## src/rtl/matmul_mac_sequencer.sv

```systemverilog
// matmul_mac_sequencer: issues A/B reads for C = A x B, accumulates in a MAC and writes C.
// Define MATMUL_SEQ_CYCLE_CNT_EN to add the cycle_cnt busy-cycle counter output.
module matmul_mac_sequencer #(
  parameter int LOG2N  = 6,
  parameter int DATA_W = 8,
  parameter int ACC_W  = 22,
  parameter int RD_LAT = 1
) (
  input  logic                 clk,
  input  logic                 rstn,
  input  logic                 start,
  output logic [2*LOG2N-1:0]   a_addr,
  output logic [2*LOG2N-1:0]   b_addr,
  output logic                 ab_re,
  input  logic [DATA_W-1:0]    a_dout,
  input  logic [DATA_W-1:0]    b_dout,
  output logic                 c_we,
  output logic [2*LOG2N-1:0]   c_addr,
  output logic [ACC_W-1:0]     c_din,
  output logic                 busy,
  output logic                 done
`ifdef MATMUL_SEQ_CYCLE_CNT_EN
  ,
  output logic [31:0]          cycle_cnt
`endif
);
  localparam int AW     = 2*LOG2N;
  localparam int PW     = AW + 3;
  localparam int PIPE_W = RD_LAT*PW;
  typedef enum logic [1:0] {S_IDLE, S_ISSUE, S_DRAIN, S_DONE} state_t;
  state_t             r_state, w_nxt;
  logic [3*LOG2N-1:0] r_cnt;
  logic [LOG2N-1:0]   w_i, w_j, w_k;
  logic [PIPE_W-1:0]  r_pipe;
  logic [PW-1:0]      w_out;
  logic [ACC_W-1:0]   r_acc, w_sum, r_c_din;
  logic [AW-1:0]      r_c_addr;
  logic               r_c_we, w_start, w_last_issue, w_last_wr;
  assign {w_i, w_j, w_k} = r_cnt;
  assign w_start      = r_state == S_IDLE && start;
  assign w_last_issue = &r_cnt;
  // Earlier elements may still write during DRAIN, so match the final address too.
  assign w_last_wr    = r_c_we && &r_c_addr;
  // Oldest pipeline stage: {valid, first_k, last_k, i, j}, aligned with the read data.
  assign w_out        = r_pipe[PIPE_W-1 -: PW];
  assign w_sum        = (w_out[PW-2] ? '0 : r_acc) + ACC_W'(a_dout) * ACC_W'(b_dout);
  always_ff @(posedge clk or negedge rstn)
    if (!rstn) r_state <= S_IDLE;
    else r_state <= w_nxt;
  always_comb
    w_nxt = w_start ? S_ISSUE
          : (r_state == S_ISSUE && w_last_issue) ? S_DRAIN
          : (r_state == S_DRAIN && w_last_wr) ? S_DONE
          : (r_state == S_DONE) ? S_IDLE : r_state;
  always_comb begin
    ab_re  = r_state == S_ISSUE;
    busy   = r_state == S_ISSUE || r_state == S_DRAIN;
    done   = r_state == S_DONE;
    a_addr = {w_i, w_k};
    b_addr = {w_k, w_j};
    c_we   = r_c_we;
    c_addr = r_c_addr;
    c_din  = r_c_din;
  end
  // Counter stops on the final issue so addresses hold through DRAIN.
  always_ff @(posedge clk or negedge rstn)
    if (!rstn) r_cnt <= '0;
    else if (w_start) r_cnt <= '0;
    else if (ab_re && !w_last_issue) r_cnt <= r_cnt + 1'b1;
  always_ff @(posedge clk or negedge rstn)
    if (!rstn) begin
      r_pipe   <= '0;
      r_acc    <= '0;
      r_c_we   <= 1'b0;
      r_c_addr <= '0;
      r_c_din  <= '0;
    end else begin
      r_pipe <= PIPE_W'({r_pipe, ab_re, w_k == '0, &w_k, w_i, w_j});
      if (w_out[PW-1]) r_acc <= w_sum;
      r_c_we <= w_out[PW-1] && w_out[PW-3];
      if (w_out[PW-1] && w_out[PW-3]) begin
        r_c_addr <= w_out[AW-1:0];
        r_c_din  <= w_sum;
      end
    end
`ifdef MATMUL_SEQ_CYCLE_CNT_EN
  logic [31:0] r_cyc;
  always_ff @(posedge clk or negedge rstn)
    if (!rstn) r_cyc <= '0;
    else if (w_start) r_cyc <= '0;
    else if (busy) r_cyc <= r_cyc + 32'd1;
  assign cycle_cnt = r_cyc;
`endif
endmodule

```

## config.mk

```make
export PLATFORM = sky130hd
export DESIGN_NAME = matmul_mac_sequencer
export DESIGN_NICKNAME = d
export VERILOG_FILES = /design/src/rtl/matmul_mac_sequencer.sv
export SDC_FILE = /design/constraint.sdc
export NUM_CORES = 1
export LEC_CHECK = 0
export CAP_MARGIN = 20
export CORE_UTILIZATION = 40
export CTS_CLUSTER_SIZE = 8
export DETAILED_ROUTE_END_ITERATION = 7
export PLACE_DENSITY = 0.63
export SYNTH_ARGS = -nofsm -noshare
export SYNTH_HDL_FRONTEND = slang
export SYNTH_SLANG_ARGS = --single-unit
```

## constraint.sdc

```tcl
create_clock -name clk -period 5.45 [get_ports clk]
set_input_delay 1.635 -clock clk [delete_from_list [all_inputs] [get_ports clk]]
set_output_delay 1.635 -clock clk [all_outputs]
set_load 0.03 [all_outputs]
```

==> results by group, run 1 <==
Placed design
  • Final HPWL DP: around 12 mm
  • DP Cell Count: 1039
  • # port buffers: 80
  • Setup WS pre-CTS: -0.8535 ns
  • Gpl congestion: between 0.8 and 0.9

Route
  • Drt drc: 0
  • Routed wire length: between 15 and 20 mm
  • Vias after detailed routing: about 5300
  • Iteration-0 DRC count of the detailed router: 240
  • First-pass iteration count of the detailed router: 5
  • Vias/cell: ~5
  • WL per Instance: approximately 15 µm
  • Final ANT Viol Nets: 0

Logic synthesis
  • Top post-synthesis cells by area: dfrtp_1 (34%), fa_1 (15%), ha_1 (8.7%), nand2_1 (7.1%), inv_1 (5.2%)
  • Post-synthesis sequential area ratio: about a third
  • Yosys warning count: 0
  • Leading area contributor after synthesis: dfrtp_1
  • Post-Syn Nets: approximately 830
  • Async set-reset flop share out of synthesis: between 90% and 100%
  • Area fraction of the dominant cell type after synthesis: 34.16%
  • Syn avg cell area: 9.386 µm²
  • Post-synth EDFFs: 0
  • Synthesized instance count: between 700 and 800
  • Flop and latch count out of synthesis: between 90 and 100
  • Synth Cell Area: between 6000 and 7000 µm²
  • Synth Flop Type: dfrtp_1
  • Unique masters post-synth: 53

Cells and area
  • Most frequent cells in the layout: nand2_1 (125), inv_1 (92), dfrtp_1 (92)
  • Layout cell share with drive strength beyond 1: about a fifth
  • Post-Layout Cell Count: around 1100
  • Nets: between 900 and 1000
  • ANT cells: 0
  • Area grow syn2layout: 27.76%
  • Commonest non-fill, non-tap cell in the layout: nand2_1

Timing
  • Min cycle time layout: 5.299 ns
  • Final setup fails: 0
  • Period utilisation layout: between 90% and 100%
  • Worst Clk Skew: approximately 0.0097 ns
  • Final hold slack: approximately 0.43 ns
  • Rel. slew slack: between 30% and 40%
  • Fmax: 0.1887 GHz
  • Max-slew violation count: 0
  • Final count of hold timing violations: 0
  • Setup repair after global routing missed its margin: false
  • Final worst setup slack: 0.1506 ns
  • Actual slew at the worst max-slew pin: 1.031 ns

Setup path
  • CP required: between 5 and 6 ns
  • Worst Reg2Reg Path Length in Cells: 16
  • Worst r2r src: r_pipe[13]
  • Worst r2r dst: r_acc[11]
  • Crit Path Category: in -> reg
  • CP Launch Type: input pin
  • Worst Path Arrival: roughly 5.5 ns
  • FF-to-FF setup slack: 0.98 ns
  • Worst Setup End Kind: flop
  • Crit-path max FO: 5

Min path
  • WHS Endpoint: c_addr[10]
  • Hold Startpoint: r_pipe[10]
  • Hold depth: 2
  • Tightest Hold Check Type: reg -> reg

Floorplanning
  • Chip width: around 130 µm
  • Initial core utilization: between 40% and 50%
  • Number of core rows: 47
  • Vert. Die Dim: 131.8 µm
  • I/O pins: between 80 and 90
  • Core ar.: roughly 17000 µm²
  • DIE AREA: between 15000 and 20000 µm²

Global routing
  • Initial antenna violation count: 0
  • Total track usage: 19.73%
  • Vias in the first global route: ~5600
  • GR Overflow Total: 0
  • Largest net degree at the start of global routing: 51
  • First-pass GRT wire length: approximately 28 mm

Run
  • Max-Cap Viols: 0

Clocking
  • Clk pin slew, worst setup/hold paths: 0.07 ns
  • H-Tree Depth: 3
  • CTS tree: done
  • Clock Tree Buf Depth: 2
  • CTS buffer count: 9
  • Root Buffer: clkbuf_16
  • TritonCTS Sinks: slightly above 90
  • Clock Latency Late Sink: ~0.35 ns

Outcome
  • Status: finished clean
## per-stage QoR
step	util, %	cell area [µm²]	setup TNS, ns
after floorplan	-	6765	0
after global placement	48.79	8063	-20.30
after detailed placement	48.79	8063	-21.18
after CTS	51.84	8566	0
after global routing	52.10	8610	0
final	52.10	8610	0
## metal layers
metal	GRT usage, %	vias to the layer above	share of wire, %
met5	0	-	0
met4	7.171	0	1.6
met3	3.076	24	3.5
met2	32.95	109	49
met1	25.96	2607	46
li1	-	2580	-
## synthesized netlist by cell type (3+ instances only)
master    instances
a211o_1           4
a21boi_0          3
a21o_1            8
a21o_2            3
a21oi_1          21
a31oi_1           3
and2_1           45
and3_1            9
and4_1            4
buf_4             7
clkbuf_1         15
dfrtp_1          92
fa_1             50
ha_1             47
inv_1            93
mux2_2           15
mux2i_1           4
nand2_1         127
nand3_1          19
nand4_1          13
nor2_1           33
nor2b_1          10
nor3_1            9
nor4_1            3
o211ai_1          4
o21a_1            5
o21ai_0          11
o311ai_0          3
o31ai_1           7
xnor2_1           9
xor2_1           11
## cell type report
type | instances | area [µm²]
Fill cell | 1494 | 7915
Clock buffer | 9 | 225.2
Multi-Input combinational cell | 507 | 4258
Sequential cell | 92 | 2302
Tap cell | 220 | 275.3
Inverter | 93 | 349.1
Timing Repair Buffer | 132 | 1137
Clock inverter | 7 | 62.56
## how the worst max path moves through the flow
stage                   start        end  slack, ns  cells after the start
floorplan           a_dout[4]  c_din[16]       0.03                     14
global placement    a_dout[5]  c_din[14]      -0.86                     15
detailed placement  a_dout[5]  r_acc[16]      -0.85                     15
CTS                 b_dout[1]  r_acc[11]      0.008                     17
global route        a_dout[2]  r_acc[11]     0.0005                     18
finish              a_dout[2]  r_acc[11]       0.15                     18
## cells by family (layout without fill, tap and decap cells)
group / Yosys count / after routing / share of synthesized area, %
adder cells (fa/ha/maj): 97 / 97 / 23.58
buffers and inverters: 119 / 241 / 7.055
flip-flops: 92 / 92 / 34.16
AO/OA/AOI/OAI: 90 / 90 / 9.581
AND/OR/NAND/NOR: 281 / 281 / 19.92
multiplexers: 19 / 19 / 3.101
XOR/XNOR: 20 / 20 / 2.599
## what timing repair did
action,4_1_cts,5_1_grt
endpoints found under the setup margin,30,26
pin swaps,33,34
setup buffers,3,2
hold buffers,0,0
gates resized for setup,81,38
## flip-flops by register name, indices dropped and copies added, names as in the netlist
name and flops:
r_pipe 15, r_cnt 18, r_state 2, c_din 22, c_we 1, r_acc 22
c_addr 12
## worst max-delay path, stage by stage
cell and delay (ns):
buf_4 0.11, buf_4 0.13, nand2_1 0.08, fa_1 0.55, inv_1 0.04, ha_1 0.28, ha_1 0.27, inv_1 0.05
fa_1 0.54, inv_1 0.05, ha_2 0.19, fa_2 0.39, a211oi_4 0.29, o21ai_2 0.14, a21o_1 0.21, a21oi_2 0.18
xnor2_2 0.11, mux2_2 0.27
Power of run 1 is not shown: default switching activity piles up to over one toggle a cycle in this logic, so the estimate is an artifact.
==> inputs of run 2 (changes only) <==
--- a/config.mk
+++ b/config.mk
@@ -9,6 +9,7 @@
 export CORE_UTILIZATION = 40
 export CTS_CLUSTER_SIZE = 8
 export DETAILED_ROUTE_END_ITERATION = 7
+export MAX_ROUTING_LAYER = met4
 export PLACE_DENSITY = 0.63
 export SYNTH_ARGS = -nofsm -noshare
 export SYNTH_HDL_FRONTEND = slang
==> run 2 against run 1 <==
Effect of this change: worst setup slack better by 0.0046 ns; flip-flop and latch count did not move; non-clock buffer count stayed put; utilization did not move; cell count unchanged; maximum frequency about the same; critical path depth did not move; hold slack barely moved; clock-buffer cell count unchanged; global-route usage grew 0.63 points; register-to-register slack better by 0.02 ns; clock skew about the same; largest cell class unchanged.
==> results by group, run 2 (synthesized netlist as in run 1, its figures left out) <==
Route
  • Routed wire length: 15.92 mm (was 15.96 mm)
  • Vias after detailed routing: 5306 (was 5320)
  • Vias/cell: 5.006 (was 5.019)
  • First-pass iteration count of the detailed router: 7 (was 5)
  • Final ANT Viol Nets: 0 (unchanged)
  • Iteration-0 DRC count of the detailed router: 271 (was 240)
  • WL per Instance: 15.02 µm (was 15.06 µm)
  • Drt drc: 0 (unchanged)

Outcome
  • Status: finished clean (unchanged)

Floorplanning
  • Chip width: 131.8 µm (unchanged)
  • DIE AREA: 17370 µm² (unchanged)
  • Vert. Die Dim: 131.8 µm (unchanged)
  • I/O pins: 81 (unchanged)
  • Initial core utilization: 40.78% (unchanged)
  • Number of core rows: 47 (unchanged)
  • Core ar.: 16520 µm² (unchanged)

Setup path
  • Crit Path Category: in -> reg (unchanged)
  • Delay-heaviest family, CP: adder cells (unchanged)
  • Worst Setup End Kind: flop (unchanged)
  • CP Launch Type: input pin (unchanged)
  • CP required: 5.68 ns (about the same)
  • Crit-path max FO: 5 (unchanged)
  • Worst Path Arrival: 5.52 ns (was 5.53 ns)
  • Most Frequent Cell on Critical Path: inv_1 (unchanged)
  • Slowest cell delay on critical path: 0.55 ns (about the same)
  • CP max-delay cell: fa_1 (unchanged)
  • WP buf/inv: 5 (unchanged)
  • CP cell instances: buf_4, buf_4, nand2_1, fa_1, inv_1, ha_1, ha_1, inv_1, fa_1, inv_1, ha_2, fa_2, a211oi_4, o21ai_2, a21o_1, a21oi_2, xnor2_2, mux2_2 (unchanged)

Cells and area
  • Nets: 951 (unchanged)
  • ANT cells: 0 (unchanged)
  • # fillers: 1494 (unchanged)
  • Register Area: 2302 µm² (unchanged)
  • Commonest non-fill, non-tap cell in the layout: nand2_1 (unchanged)
  • Area of the multi-input gates: 4258 µm² (unchanged)
  • Area grow syn2layout: 27.76% (unchanged)
  • Most frequent cells in the layout: nand2_1 (125), inv_1 (92), dfrtp_1 (92) (unchanged)
  • Finished Core Util: 52.10% (unchanged)
  • Post-Layout Cell Count: 1060 (unchanged)
  • Layout cell share with drive strength beyond 1: 18.93% (unchanged)

Timing
  • Period utilisation layout: 97.15% (was 97.24%)
  • Rel. slew slack: 30.31% (was 31.23%)
  • Actual slew at the worst max-slew pin: 1.045 ns (was 1.031 ns)
  • Worst Clk Skew: 0.009711 ns (was 0.009669 ns)
  • Fmax: 0.1889 GHz (was 0.1887 GHz)
  • Final worst setup slack: 0.1552 ns (was 0.1506 ns)
  • Final count of hold timing violations: 0 (unchanged)
  • Max-slew violation count: 0 (unchanged)
  • Fin Setup TNS: 0 ns (unchanged)
  • Min cycle time layout: 5.295 ns (was 5.299 ns)
  • Final setup fails: 0 (unchanged)
  • Setup repair after global routing missed its margin: false (unchanged)

Clocking
  • # hold bufs at CTS: 0 (unchanged)
  • TritonCTS Sinks: 92 (unchanged)
  • Clk pin slew, worst setup/hold paths: 0.07 ns (about the same)
  • CTS buffer count: 9 (unchanged)
  • Clock Latency Late Sink: 0.35 ns (about the same)
  • Clock Tree Buf Depth: 2 (unchanged)
  • H-Tree Depth: 3 (unchanged)
  • CTS tree: done (unchanged)
  • Root Buffer: clkbuf_16 (unchanged)

Global routing
  • Initial antenna violation count: 0 (unchanged)
  • Vias in the first global route: 5593 (was 5594)
  • First-pass GRT wire length: 27.77 mm (was 27.74 mm)
  • GR Overflow Total: 0 (unchanged)
  • Largest net degree at the start of global routing: 51 (unchanged)
  • Total track usage: 20.37% (was 19.73%)

Placed design
  • Setup WS pre-CTS: -0.8535 ns (unchanged)
  • Final HPWL DP: 12.07 mm (unchanged)
  • # port buffers: 80 (unchanged)
  • DP Cell Count: 1039 (unchanged)
  • Gpl congestion: 0.8823 (was 0.8682)

Min path
  • Tightest Hold Check Type: reg -> reg (unchanged)

Run
  • Max-Cap Viols: 0 (unchanged)
run 2: cell counts in the layout (fill, tap and decap cells not counted):
No cell type changed its count.
run 2: cell type report:
class                   instances  share of cell area (%)
clock inverters                 7                  0.7266
repair buffers                132                   13.21
multi-input cells             507                   49.45
flip-flops and latches         92                   26.74
inverters                      93                   4.055
clock buffers                   9                   2.616
well taps                     220                   3.197
run 2: timing repair:
action / CTS / global route
buffers inserted: 3 / 2
hold endpoints to repair: 0 / 0
gates resized for setup: 81 / 38
endpoints found under the setup margin: 30 / 26
pin swaps: 33 / 34
run 2: worst register-to-register path, stage by stage (launching register included):
cell      delay, ns
dfrtp_1        0.38
inv_1          0.26
nand2_1        0.16
fa_1           0.51
inv_1          0.06
fa_1           0.50
inv_1          0.05
fa_1           0.47
fa_1           0.55
inv_1          0.07
ha_4           0.19
a211oi_4       0.25
o21ai_2        0.14
a21o_1         0.21
a21oi_2        0.18
xnor2_2        0.11
mux2_2         0.27
run 2: final timing paths:
kind                                 start    endpoint  slack (ns)  cells after the start
worst max-delay path             a_dout[2]   r_acc[11]        0.16                     18
worst min-delay path            r_pipe[10]  c_addr[10]        0.43                      2
worst max register to register  r_pipe[13]   r_acc[11]        1.00                     16
worst min register to register  r_pipe[10]  c_addr[10]        0.43                      2
max in group asynchronous             rstn   r_acc[14]        3.12                      2
min in group asynchronous             rstn    c_din[3]        1.28                      1
run 2: metal layers:
layer / wire (µm) / global-route usage [%] / vias to the layer above
met1: 7288 / 26.04 / 2600
met5: 0 / - / -
met3: 583 / 3.076 / 21
met2: 7767 / 32.92 / 110
met4: 280 / 7.171 / 0
li1: - / - / 2575
run 2: metrics by stage:
step           hold slack [ns]  cell area, µm²
5_1_grt                 0.4657            8610
2_1_floorplan           0.4143            6765
3_5_place_dp            0.4231            8063
3_3_place_gp            0.4196            8063
6_report                0.4331            8610
4_1_cts                 0.4435            8566
Power of run 2 is left out for the same reason.
==> inputs of run 3 (changes only) <==
--- a/config.mk
+++ b/config.mk
@@ -5,7 +5,7 @@
 export SDC_FILE = /design/constraint.sdc
 export NUM_CORES = 1
 export LEC_CHECK = 0
-export CAP_MARGIN = 20
+export CAP_MARGIN = 5
 export CORE_UTILIZATION = 40
 export CTS_CLUSTER_SIZE = 8
 export DETAILED_ROUTE_END_ITERATION = 7
==> constraint.sdc (replaced) <==
create_clock -name clk -period 5.4 [get_ports clk]
set_input_delay 1.62 -clock clk [delete_from_list [all_inputs] [get_ports clk]]
set_output_delay 1.62 -clock clk [all_outputs]
set_load 0.03 [all_outputs]
==> run 3 against run 2 <==
Effect of this change: wire length rose by 1.6%; global-route usage is 0.13 points higher; design area down 0.42%; clock-buffer cell count unchanged; cell count about the same; utilization is 0.22 points lower.
==> results by group, run 3 (synthesized netlist as in run 1, its figures left out) <==
Cells and area
  • Commonest non-fill, non-tap cell in the layout: nand2_1 (unchanged)
  • ANT cells: 0 (unchanged)
  • Most frequent cells in the layout: nand2_1 (124), dfrtp_1 (92), inv_1 (91) (was nand2_1 (125), inv_1 (92), dfrtp_1 (92))
  • Area grow syn2layout: 27.22% (was 27.76%)
  • Nets: 950 (was 951)
  • Finished Core Util: 51.88% (was 52.10%)
  • Post-Layout Cell Count: 1059 (was 1060)
  • Layout cell share with drive strength beyond 1: 18.71% (was 18.93%)

Route
  • Met2 WL post-DR: 8.008 mm (was 7.767 mm)
  • Iteration-0 DRC count of the detailed router: 247 (was 271)
  • First-pass iteration count of the detailed router: 5 (was 7)
  • Met3 WL: 519 µm (was 583 µm)
  • Vias after detailed routing: 5336 (was 5306)
  • Uppermost routed layer: met4 (unchanged)
  • WL per Instance: 15.27 µm (was 15.02 µm)
  • Drt drc: 0 (unchanged)
  • WL met1: 7.285 mm (was 7.288 mm)
  • Routed wire length: 16.17 mm (was 15.92 mm)
  • Vias/cell: 5.039 (was 5.006)
  • Final ANT Viol Nets: 0 (unchanged)

Timing
  • Rel. slew slack: 25.49% (was 30.31%)
  • Max-slew violation count: 0 (unchanged)
  • Fmax: between 0.15 and 0.2 GHz
  • Final hold slack: 0.4372 ns (was 0.4331 ns)
  • Setup repair after global routing missed its margin: true (was false)
  • Final count of hold timing violations: 0 (unchanged)
  • Period utilisation layout: between 90 and 100%
  • Fin Setup TNS: 0 ns (unchanged)
  • Worst Clk Skew: 0.008564 ns (was 0.009711 ns)
  • Min cycle time layout: 5.276 ns
  • Final setup fails: 0 (unchanged)
  • Actual slew at the worst max-slew pin: 1.116 ns (was 1.045 ns)

Global routing
  • Initial antenna violation count: 0 (unchanged)
  • GR Overflow Total: 0 (unchanged)
  • First-pass GRT wire length: 27.72 mm (was 27.77 mm)
  • Vias in the first global route: 5516 (was 5593)
  • Total track usage: 20.50% (was 20.37%)
  • Largest net degree at the start of global routing: 54 (was 51)

Setup path
  • CP required: 5.62 ns (was 5.68 ns)
  • Slowest cell delay on critical path: 0.54 ns (was 0.55 ns)
  • Crit Path Category: in -> reg (unchanged)
  • Worst Path Arrival: 5.50 ns (was 5.52 ns)
  • CP cell instances: buf_4, and2_1, fa_1, fa_1, fa_1, inv_2, fa_1, inv_2, ha_4, a21o_1, a21o_2, a21oi_4, nand2_2, xor2_2, mux2_4 (was buf_4, buf_4, nand2_1, fa_1, inv_1, ha_1, ha_1, inv_1, fa_1, inv_1, ha_2, fa_2, a211oi_4, o21ai_2, a21o_1, a21oi_2, xnor2_2, mux2_2)
  • Worst Setup End Kind: flop (unchanged)
  • CP max-delay cell: fa_1 (unchanged)
  • CP Launch Type: input pin (unchanged)
  • Most Frequent Cell on Critical Path: fa_1 (was inv_1)
  • Crit-path max FO: 5 (unchanged)

Clocking
  • Clock Tree Buf Depth: 2 (unchanged)
  • H-Tree Depth: 3 (unchanged)
  • CTS buffer count: 9 (unchanged)
  • CTS tree: done (unchanged)
  • Root Buffer: clkbuf_16 (unchanged)
  • # hold bufs at CTS: 0 (unchanged)
  • TritonCTS Sinks: 92 (unchanged)
  • Clock Latency Late Sink: 0.35 ns (about the same)
  • Clk pin slew, worst setup/hold paths: 0.08 ns (was 0.07 ns)

Floorplanning
  • Chip width: 131.8 µm (unchanged)
  • Core ar.: 16520 µm² (unchanged)
  • DIE AREA: 17370 µm² (unchanged)
  • Initial core utilization: 40.78% (unchanged)
  • Vert. Die Dim: 131.8 µm (unchanged)
  • I/O pins: 81 (unchanged)
  • Number of core rows: 47 (unchanged)

Placed design
  • Gpl congestion: 0.8410 (was 0.8823)
  • DP Cell Count: 1037 (was 1039)
  • Final HPWL DP: 12.18 mm (was 12.07 mm)
  • # port buffers: 80 (unchanged)

Outcome
  • Status: finished clean (unchanged)

Min path
  • Tightest Hold Check Type: reg -> reg (unchanged)

Run
  • Max-Cap Viols: 0 (unchanged)
[run 3: routing by layer]
layer / global-route usage (%) / vias up
met5: - / -
met1: 26.32 / 2631
met4: 6.912 / 0
met2: 33.83 / 112
met3: 2.191 / 25
li1: - / 2568
[run 3: worst paths after layout]
check | endpoint | depth (start not counted) | start | slack, ns
worst min register to register | c_addr[2] | 2 | r_pipe[2] | 0.44
max in group asynchronous | c_din[15] | 2 | rstn | 3.11
worst min-delay path | c_addr[2] | 2 | r_pipe[2] | 0.44
worst max register to register | c_din[10] | 17 | r_pipe[13] | 0.91
min in group asynchronous | c_din[1] | 1 | rstn | 1.30
worst max-delay path | c_din[13] | 15 | a_dout[3] | 0.12
[run 3: critical path, delay by kind of cell]
kind                       cells  cell delay (ns)
and+or+nand+nor                2             0.28
xor gates and xnor gates       1             0.21
buffers and inverters          3             0.22
AOI/OAI and AO/OA              3             0.64
adders and majority gates      5             2.26
muxes                          1             0.26
[run 3: through the flow]
stage               area [µm²]  worst slack, ns
floorplan                 6778       -0.0002900
global placement          8060          -0.8323
detailed placement        8060          -0.9714
CTS                       8572        -0.007989
global route              8573         -0.02819
finish                    8573           0.1243
[run 3: area by class of cell]
cell class	instances	area [µm²]
Sequential cell	92	2302
Fill cell	1478	7951
Timing Repair Buffer	131	1121
Clock buffer	9	225.2
Multi-Input combinational cell	507	4224
Clock inverter	7	76.32
Tap cell	220	275.3
Inverter	93	349.1
[run 3: timing repair]
action	in CTS	in global routing
setup buffers	5	1
setup endpoints to repair	30	25
hold endpoints to repair	0	0
resized for setup	78	46
pin swaps	42	32
Power of run 3 is left out for the same reason.
